File: config.mk
export PLATFORM = sky130hd
export DESIGN_NAME = besthop_select
export DESIGN_NICKNAME = d
export VERILOG_FILES = /design/src/rtl/besthop_select.sv
export SDC_FILE = /design/constraint.sdc
export NUM_CORES = 1
export LEC_CHECK = 0
export ABC_AREA = 1
export CAP_MARGIN = 40
export CORE_MARGIN = 2
export CORE_UTILIZATION = 47
export DETAILED_ROUTE_END_ITERATION = 8
export PLACE_DENSITY = 0.78
export SETUP_SLACK_MARGIN = 0.1
export SLEW_MARGIN = 20
export SYNTH_ARGS = -nofsm -noshare
export SYNTH_HDL_FRONTEND = slang
export SYNTH_SLANG_ARGS = --single-unit
export TNS_END_PERCENT = 50
File: constraint.sdc
create_clock -name clock -period 1.9 [get_ports clock]
set_clock_uncertainty 0.15 [all_clocks]
set_input_delay 0.38 -clock clock [delete_from_list [all_inputs] [get_ports clock]]
set_output_delay 0.38 -clock clock [all_outputs]
set_load 0.05 [all_outputs]
File: src/rtl/besthop_select.sv
// besthop_select
// Scans the per-neighbour Q-value table in node memory and finds the
// neighbour with the highest Q-value (besthop / best_q). It then picks the
// action neighbour by epsilon-greedy selection: exploit returns besthop, and
// explore reduces an LFSR byte modulo the neighbour count. The address bus
// only changes while a scan is in progress.
module besthop_select #(
   parameter int          WORD_WIDTH = 16,
   parameter logic [10:0] QBASE      = 11'h1C8,
   parameter int          MAX_NBR    = 128
) (
   input  logic                  clock,
   input  logic                  nrst,
   input  logic                  en,
   input  logic                  start,
   input  logic [WORD_WIDTH-1:0] nbr_count,
   input  logic [7:0]            epsilon,
   input  logic [WORD_WIDTH-1:0] data_in,
   output logic [10:0]           address,
   output logic [WORD_WIDTH-1:0] besthop,
   output logic [WORD_WIDTH-1:0] action,
   output logic [WORD_WIDTH-1:0] best_q,
   output logic                  no_neighbor,
   output logic                  done
);

   // The neighbour index is 8 bits wide because the count is clamped to 128.
   localparam int                    IDX_W       = 8;
   localparam int                    PAD_W       = WORD_WIDTH - IDX_W;
   localparam logic [IDX_W-1:0]      MAX_NBR_IDX = IDX_W'(MAX_NBR);
   localparam logic [WORD_WIDTH-1:0] MAX_NBR_W   = WORD_WIDTH'(MAX_NBR);
   localparam logic [15:0]           LFSR_SEED   = 16'hACE1;

   typedef enum logic [2:0] {
      ST_IDLE  = 3'd0,
      ST_ARMED = 3'd1,
      ST_ADDR  = 3'd2,
      ST_CMP   = 3'd3,
      ST_SEL   = 3'd4,
      ST_MOD   = 3'd5,
      ST_DONE  = 3'd6
   } state_t;

   // One Fibonacci step. Taps 16, 14, 13 and 11 are fed back into the top
   // bit, and the register shifts right.
   function automatic logic [15:0] lfsr_step(input logic [15:0] cur);
      logic fb;
      fb = cur[0] ^ cur[2] ^ cur[3] ^ cur[5];
      return {fb, cur[15:1]};
   endfunction

   // Zero-extends a neighbour index to the output word width.
   function automatic logic [WORD_WIDTH-1:0] widen_idx(input logic [IDX_W-1:0] idx);
      return {{PAD_W{1'b0}}, idx};
   endfunction

   state_t                state_r;
   state_t                state_nxt_s;

   logic [IDX_W-1:0]      idx_r;
   logic [IDX_W-1:0]      idx_nxt_s;
   logic [IDX_W-1:0]      idx_inc_s;
   logic [IDX_W-1:0]      nc_r;
   logic [IDX_W-1:0]      nc_nxt_s;
   logic [IDX_W-1:0]      rem_r;
   logic [IDX_W-1:0]      rem_nxt_s;
   logic [15:0]           lfsr_r;

   logic [10:0]           address_r;
   logic [10:0]           address_nxt_s;
   logic [WORD_WIDTH-1:0] besthop_r;
   logic [WORD_WIDTH-1:0] besthop_nxt_s;
   logic [WORD_WIDTH-1:0] action_r;
   logic [WORD_WIDTH-1:0] action_nxt_s;
   logic [WORD_WIDTH-1:0] best_q_r;
   logic [WORD_WIDTH-1:0] best_q_nxt_s;
   logic                  no_neighbor_r;
   logic                  no_neighbor_nxt_s;
   logic                  done_r;
   logic                  done_nxt_s;

   logic [IDX_W-1:0]      clamp_s;
   logic                  explore_s;
   logic                  q_better_s;
   logic                  last_entry_s;
   logic                  rem_wrap_s;
   logic [10:0]           entry_addr_s;

   // Requests larger than the table size are clamped to MAX_NBR.
   assign clamp_s      = (nbr_count > MAX_NBR_W) ? MAX_NBR_IDX : nbr_count[IDX_W-1:0];
   assign explore_s    = (lfsr_r[7:0] < epsilon);
   // The first entry always loads. After that, a strictly greater value is
   // needed, so on a tie the lower index is kept.
   assign q_better_s   = (idx_r == 8'd0) || (data_in > best_q_r);
   assign idx_inc_s    = idx_r + 8'd1;
   assign last_entry_s = (idx_inc_s == nc_r);
   assign rem_wrap_s   = (rem_r >= nc_r);
   // The entry stride is two bytes. With an 8-bit index the highest address is 0x2C6.
   assign entry_addr_s = QBASE + {2'b00, idx_r, 1'b0};
   assign done_nxt_s   = (state_nxt_s == ST_DONE);

   // State register.
   always_ff @(posedge clock) begin
      if (!nrst) begin
         state_r <= ST_IDLE;
      end else begin
         state_r <= state_nxt_s;
      end
   end

   // Next-state decode of the scan / select sequence.
   always_comb begin
      state_nxt_s = state_r;
      case (state_r)
         ST_IDLE: begin
            if (en) begin
               state_nxt_s = ST_ARMED;
            end else begin
               state_nxt_s = ST_IDLE;
            end
         end
         ST_ARMED: begin
            if (start) begin
               if (clamp_s == 8'd0) begin
                  state_nxt_s = ST_SEL;
               end else begin
                  state_nxt_s = ST_ADDR;
               end
            end else begin
               state_nxt_s = ST_ARMED;
            end
         end
         ST_ADDR: begin
            state_nxt_s = ST_CMP;
         end
         ST_CMP: begin
            if (last_entry_s) begin
               state_nxt_s = ST_SEL;
            end else begin
               state_nxt_s = ST_ADDR;
            end
         end
         ST_SEL: begin
            if (nc_r == 8'd0) begin
               state_nxt_s = ST_DONE;
            end else if (explore_s) begin
               state_nxt_s = ST_MOD;
            end else begin
               state_nxt_s = ST_DONE;
            end
         end
         ST_MOD: begin
            if (rem_wrap_s) begin
               state_nxt_s = ST_MOD;
            end else begin
               state_nxt_s = ST_DONE;
            end
         end
         ST_DONE: begin
            state_nxt_s = ST_IDLE;
         end
         default: begin
            state_nxt_s = ST_IDLE;
         end
      endcase
   end

   // Per-state datapath updates. All outputs are held unless a state changes them.
   always_comb begin
      address_nxt_s     = address_r;
      besthop_nxt_s     = besthop_r;
      action_nxt_s      = action_r;
      best_q_nxt_s      = best_q_r;
      no_neighbor_nxt_s = no_neighbor_r;
      idx_nxt_s         = idx_r;
      nc_nxt_s          = nc_r;
      rem_nxt_s         = rem_r;
      case (state_r)
         ST_IDLE: begin
            if (en) begin
               address_nxt_s     = 11'h000;
               besthop_nxt_s     = {WORD_WIDTH{1'b0}};
               action_nxt_s      = {WORD_WIDTH{1'b0}};
               best_q_nxt_s      = {WORD_WIDTH{1'b0}};
               no_neighbor_nxt_s = 1'b0;
            end else begin
               address_nxt_s     = address_r;
            end
         end
         ST_ARMED: begin
            if (start) begin
               nc_nxt_s  = clamp_s;
               idx_nxt_s = 8'd0;
            end else begin
               nc_nxt_s  = nc_r;
            end
         end
         ST_ADDR: begin
            address_nxt_s = entry_addr_s;
         end
         ST_CMP: begin
            if (q_better_s) begin
               best_q_nxt_s  = data_in;
               besthop_nxt_s = widen_idx(idx_r);
            end else begin
               best_q_nxt_s  = best_q_r;
            end
            idx_nxt_s = idx_inc_s;
         end
         ST_SEL: begin
            if (nc_r == 8'd0) begin
               no_neighbor_nxt_s = 1'b1;
               besthop_nxt_s     = {WORD_WIDTH{1'b0}};
               action_nxt_s      = {WORD_WIDTH{1'b0}};
            end else if (explore_s) begin
               rem_nxt_s         = lfsr_r[15:8];
            end else begin
               action_nxt_s      = besthop_r;
            end
         end
         ST_MOD: begin
            // The modulo is done by repeated subtraction, one step per clock.
            if (rem_wrap_s) begin
               rem_nxt_s    = rem_r - nc_r;
            end else begin
               action_nxt_s = widen_idx(rem_r);
            end
         end
         ST_DONE: begin
            idx_nxt_s = idx_r;
         end
         default: begin
            idx_nxt_s = idx_r;
         end
      endcase
   end

   // Registered outputs and scan bookkeeping.
   always_ff @(posedge clock) begin
      if (!nrst) begin
         address_r     <= 11'h000;
         besthop_r     <= {WORD_WIDTH{1'b0}};
         action_r      <= {WORD_WIDTH{1'b0}};
         best_q_r      <= {WORD_WIDTH{1'b0}};
         no_neighbor_r <= 1'b0;
         done_r        <= 1'b0;
         idx_r         <= 8'd0;
         nc_r          <= 8'd0;
         rem_r         <= 8'd0;
      end else begin
         address_r     <= address_nxt_s;
         besthop_r     <= besthop_nxt_s;
         action_r      <= action_nxt_s;
         best_q_r      <= best_q_nxt_s;
         no_neighbor_r <= no_neighbor_nxt_s;
         done_r        <= done_nxt_s;
         idx_r         <= idx_nxt_s;
         nc_r          <= nc_nxt_s;
         rem_r         <= rem_nxt_s;
      end
   end

   // The exploration LFSR advances on every clock that is not a reset clock, in every state.
   always_ff @(posedge clock) begin
      if (!nrst) begin
         lfsr_r <= LFSR_SEED;
      end else begin
         lfsr_r <= lfsr_step(lfsr_r);
      end
   end

   assign address     = address_r;
   assign besthop     = besthop_r;
   assign action      = action_r;
   assign best_q      = best_q_r;
   assign no_neighbor = no_neighbor_r;
   assign done        = done_r;

endmodule

==> impl_metrics.env <==
export IMPL_synth_cell_types=37
export IMPL_wl_per_cell_um=15.5
export IMPL_start_kind="register"
export IMPL_highest_layer="met4"
export IMPL_grt_pass1_wl_um=25300
export IMPL_ant_nets=0
export IMPL_dieArea_um2=11300
export IMPL_finalCriticalPeriod_ps=2100
export IMPL_initial_core_util_pct=48.0
export IMPL_drv_cap=0
export IMPL_dr_wl_met3_um=1070
export IMPL_finalNonFillerCells=1034
export IMPL_syn_area_per_cell_um2=6.93
export IMPL_finalNetCount=973
export IMPL_dp_cells=995
export IMPL_period_share_pct=110
export IMPL_rsz0062_at_grt="yes"
export IMPL_multi_input_area_um2=3270
export IMPL_cts_hold_buffers_added=0
export IMPL_hold_path_class="register to register"
export IMPL_numCtsBuffers=9
export IMPL_ios=105
export IMPL_synth_main_ff_cell="dfxtp_1"
export IMPL_die_h_um=106
export IMPL_criticalPathCategory="register to register"
export IMPL_final_common_cell="nand2_1"
export IMPL_portBuffers=86
export IMPL_async_reset_ff_share_pct=0
export IMPL_leakagePower_nw=3.22
export IMPL_overflow=0
export IMPL_core_um2=10300
export IMPL_n_fill_cell=759
export IMPL_num_antenna_cells=0
export IMPL_drtIter0Drc=390
export IMPL_track_usage_pct=27.9
export IMPL_synth_edf_count=0
export IMPL_seqCellArea_um2=1790
export IMPL_clkTransAtPathRegs_ps=90
export IMPL_worst_pin_slew_ps=513
export IMPL_syn_instance_count=712
export IMPL_antenna_found_initial=0
export IMPL_slew_headroom_pct=65.8
export IMPL_synth_seq_area_share_pct=34.9
export IMPL_met2WireLength_um=8000
export IMPL_status="finished with violations"
export IMPL_slew_viol_final=0
export IMPL_drt_first_pass_iters=5
export IMPL_areaGrowthSynthToFinish_pct=49.3
export IMPL_cp_end_kind="register"
export IMPL_synth_seq_cells=86
export IMPL_hpwl_um=10600
export IMPL_layout_setup_ws_ps=-198
export IMPL_clock_path_buffers=2
export IMPL_drc=0
export IMPL_final_setup_viol_count=43
export IMPL_report_final_hold_viol_count=0
export IMPL_die_w_um=106
export IMPL_power_density_nw_per_um2=611
export IMPL_routabilityCongestion=0.906
export IMPL_worstPathMaxFanout=7
export IMPL_grt_start_max_net_pins=27
export IMPL_violations="setup timing"
export IMPL_cts_root_buf="clkbuf_8"
export IMPL_final_cell_mix="nand2_1, buf_4, dfxtp_1"
export IMPL_synth_warnings=0
export IMPL_cts_tree="built"
export IMPL_cts_sinks=86
export IMPL_std_cell_rows=37
export IMPL_clk_latency_ps=380
export IMPL_syn_cell_area_um2=4940
export IMPL_drt_vias_per_instance=5.38
export IMPL_drive_gt1_share_pct=35.5
export IMPL_cp_arrival_ps=2270
export IMPL_grt_pass1_vias=5525
export IMPL_ir_worst_vdd_mv=0.404
export IMPL_wl_met1_um=6380
export IMPL_crit_required_ps=2070
export IMPL_ctsHtreeMaxLevel=3
export IMPL_fmax_ghz=0.477
export IMPL_setup_tns_ps=-6200
export IMPL_dr_total_vias=5559
export IMPL_routed_wl_um=16000
==> flip-flops by register name, summed over array words and instances, names as in the netlist <==
name,count
besthop,8
nc_r,8
best_q,16
no_neighbor,1
idx_r,8
lfsr_r,16
state_r,3
action,8
rem_r,8
done,1
address,9
==> final timing paths <==
check,slack (ps),to,cells past startpoint,start
worst min register to register,290,lfsr_r[8],2,lfsr_r[9]
worst max register to register,-200,besthop[1],15,best_q[3]
worst min-delay path,290,lfsr_r[8],2,lfsr_r[9]
worst max-delay path,-200,besthop[1],15,best_q[3]
==> through the flow <==
step	hold slack (ps)	util [%]	setup slack (ps)	area, um^2	power, mW
2_1_floorplan	257	-	-61.3	5120	2.53
3_3_place_gp	266	62.7	-553	6440	2.85
3_5_place_dp	273	62.7	-635	6440	2.87
4_1_cts	284	69.4	-154	7130	4.42
5_1_grt	297	71.7	-281	7370	4.70
6_report	285	71.7	-198	7370	4.50
==> critical path, stage by stage, from the launching register on <==
cell	delay, ps
dfxtp_4	370
inv_2	50
ha_4	270
nand2_2	60
inv_2	40
nand2_1	40
nand2_1	50
nand2_1	70
nand2_1	100
nand2_1	70
nand2_2	100
nand2_4	70
nand2_8	120
buf_12	120
nand4_1	170
a21oi_2	170
==> area by class of cell <==
class,instances,area share [%]
multi-input cells,515,44.3
clock inverters,6,1.27
flip-flops and latches,86,24.3
well taps,136,2.31
inverters,89,4.67
repair buffers,192,21.4
clock buffers,10,1.73
==> Yosys cell counts, types with 5 or more instances <==
library cell / count / share of area (%)
o21ai_1: 5 / 0.51
inv_2: 9 / 0.68
nand2_2: 5 / 0.63
o21ai_0: 31 / 3.1
a21oi_1: 76 / 7.7
nand3_1: 37 / 3.8
nand2_1: 180 / 14
clkbuf_1: 10 / 0.76
inv_1: 80 / 6.1
nand4_1: 30 / 3.8
ha_1: 35 / 8.9
dfxtp_1: 86 / 35
nor3_1: 7 / 0.71
nor2_1: 51 / 3.9
or2_2: 7 / 0.89
buf_4: 23 / 3.5
==> layer usage <==
layer / track usage (%) / vias up
li1: - / 2673
met1: 32.6 / 2605
met2: 48.5 / 229
met3: 5.33 / 52
met4: 13.9 / 0
met5: 0 / -
==> report_power, final <==
part	switching, mW	internal [mW]
clock network	0.723	0.753
logic	0.688	0.463
registers	0.0397	1.83
==> cells by family after synthesis <==
| group | count (synthesis) | synth area share, % |
|---|---|---|
| AND/OR/NAND/NOR | 329 | 29.6 |
| other | 1 | 0.0760 |
| XOR/XNOR | 7 | 1.24 |
| buffers and inverters | 129 | 11.8 |
| adder cells (fa/ha/maj) | 36 | 9.28 |
| AO/OA/AOI/OAI | 124 | 13.1 |
| flip-flops | 86 | 34.9 |
==> timing repair <==
action	CTS	global route
buffers inserted	16	4
cloned	3	0
gates resized for setup	89	57
endpoints found under the setup margin	44	52
pin swaps	67	19
(Power assumes the default switching activity.)
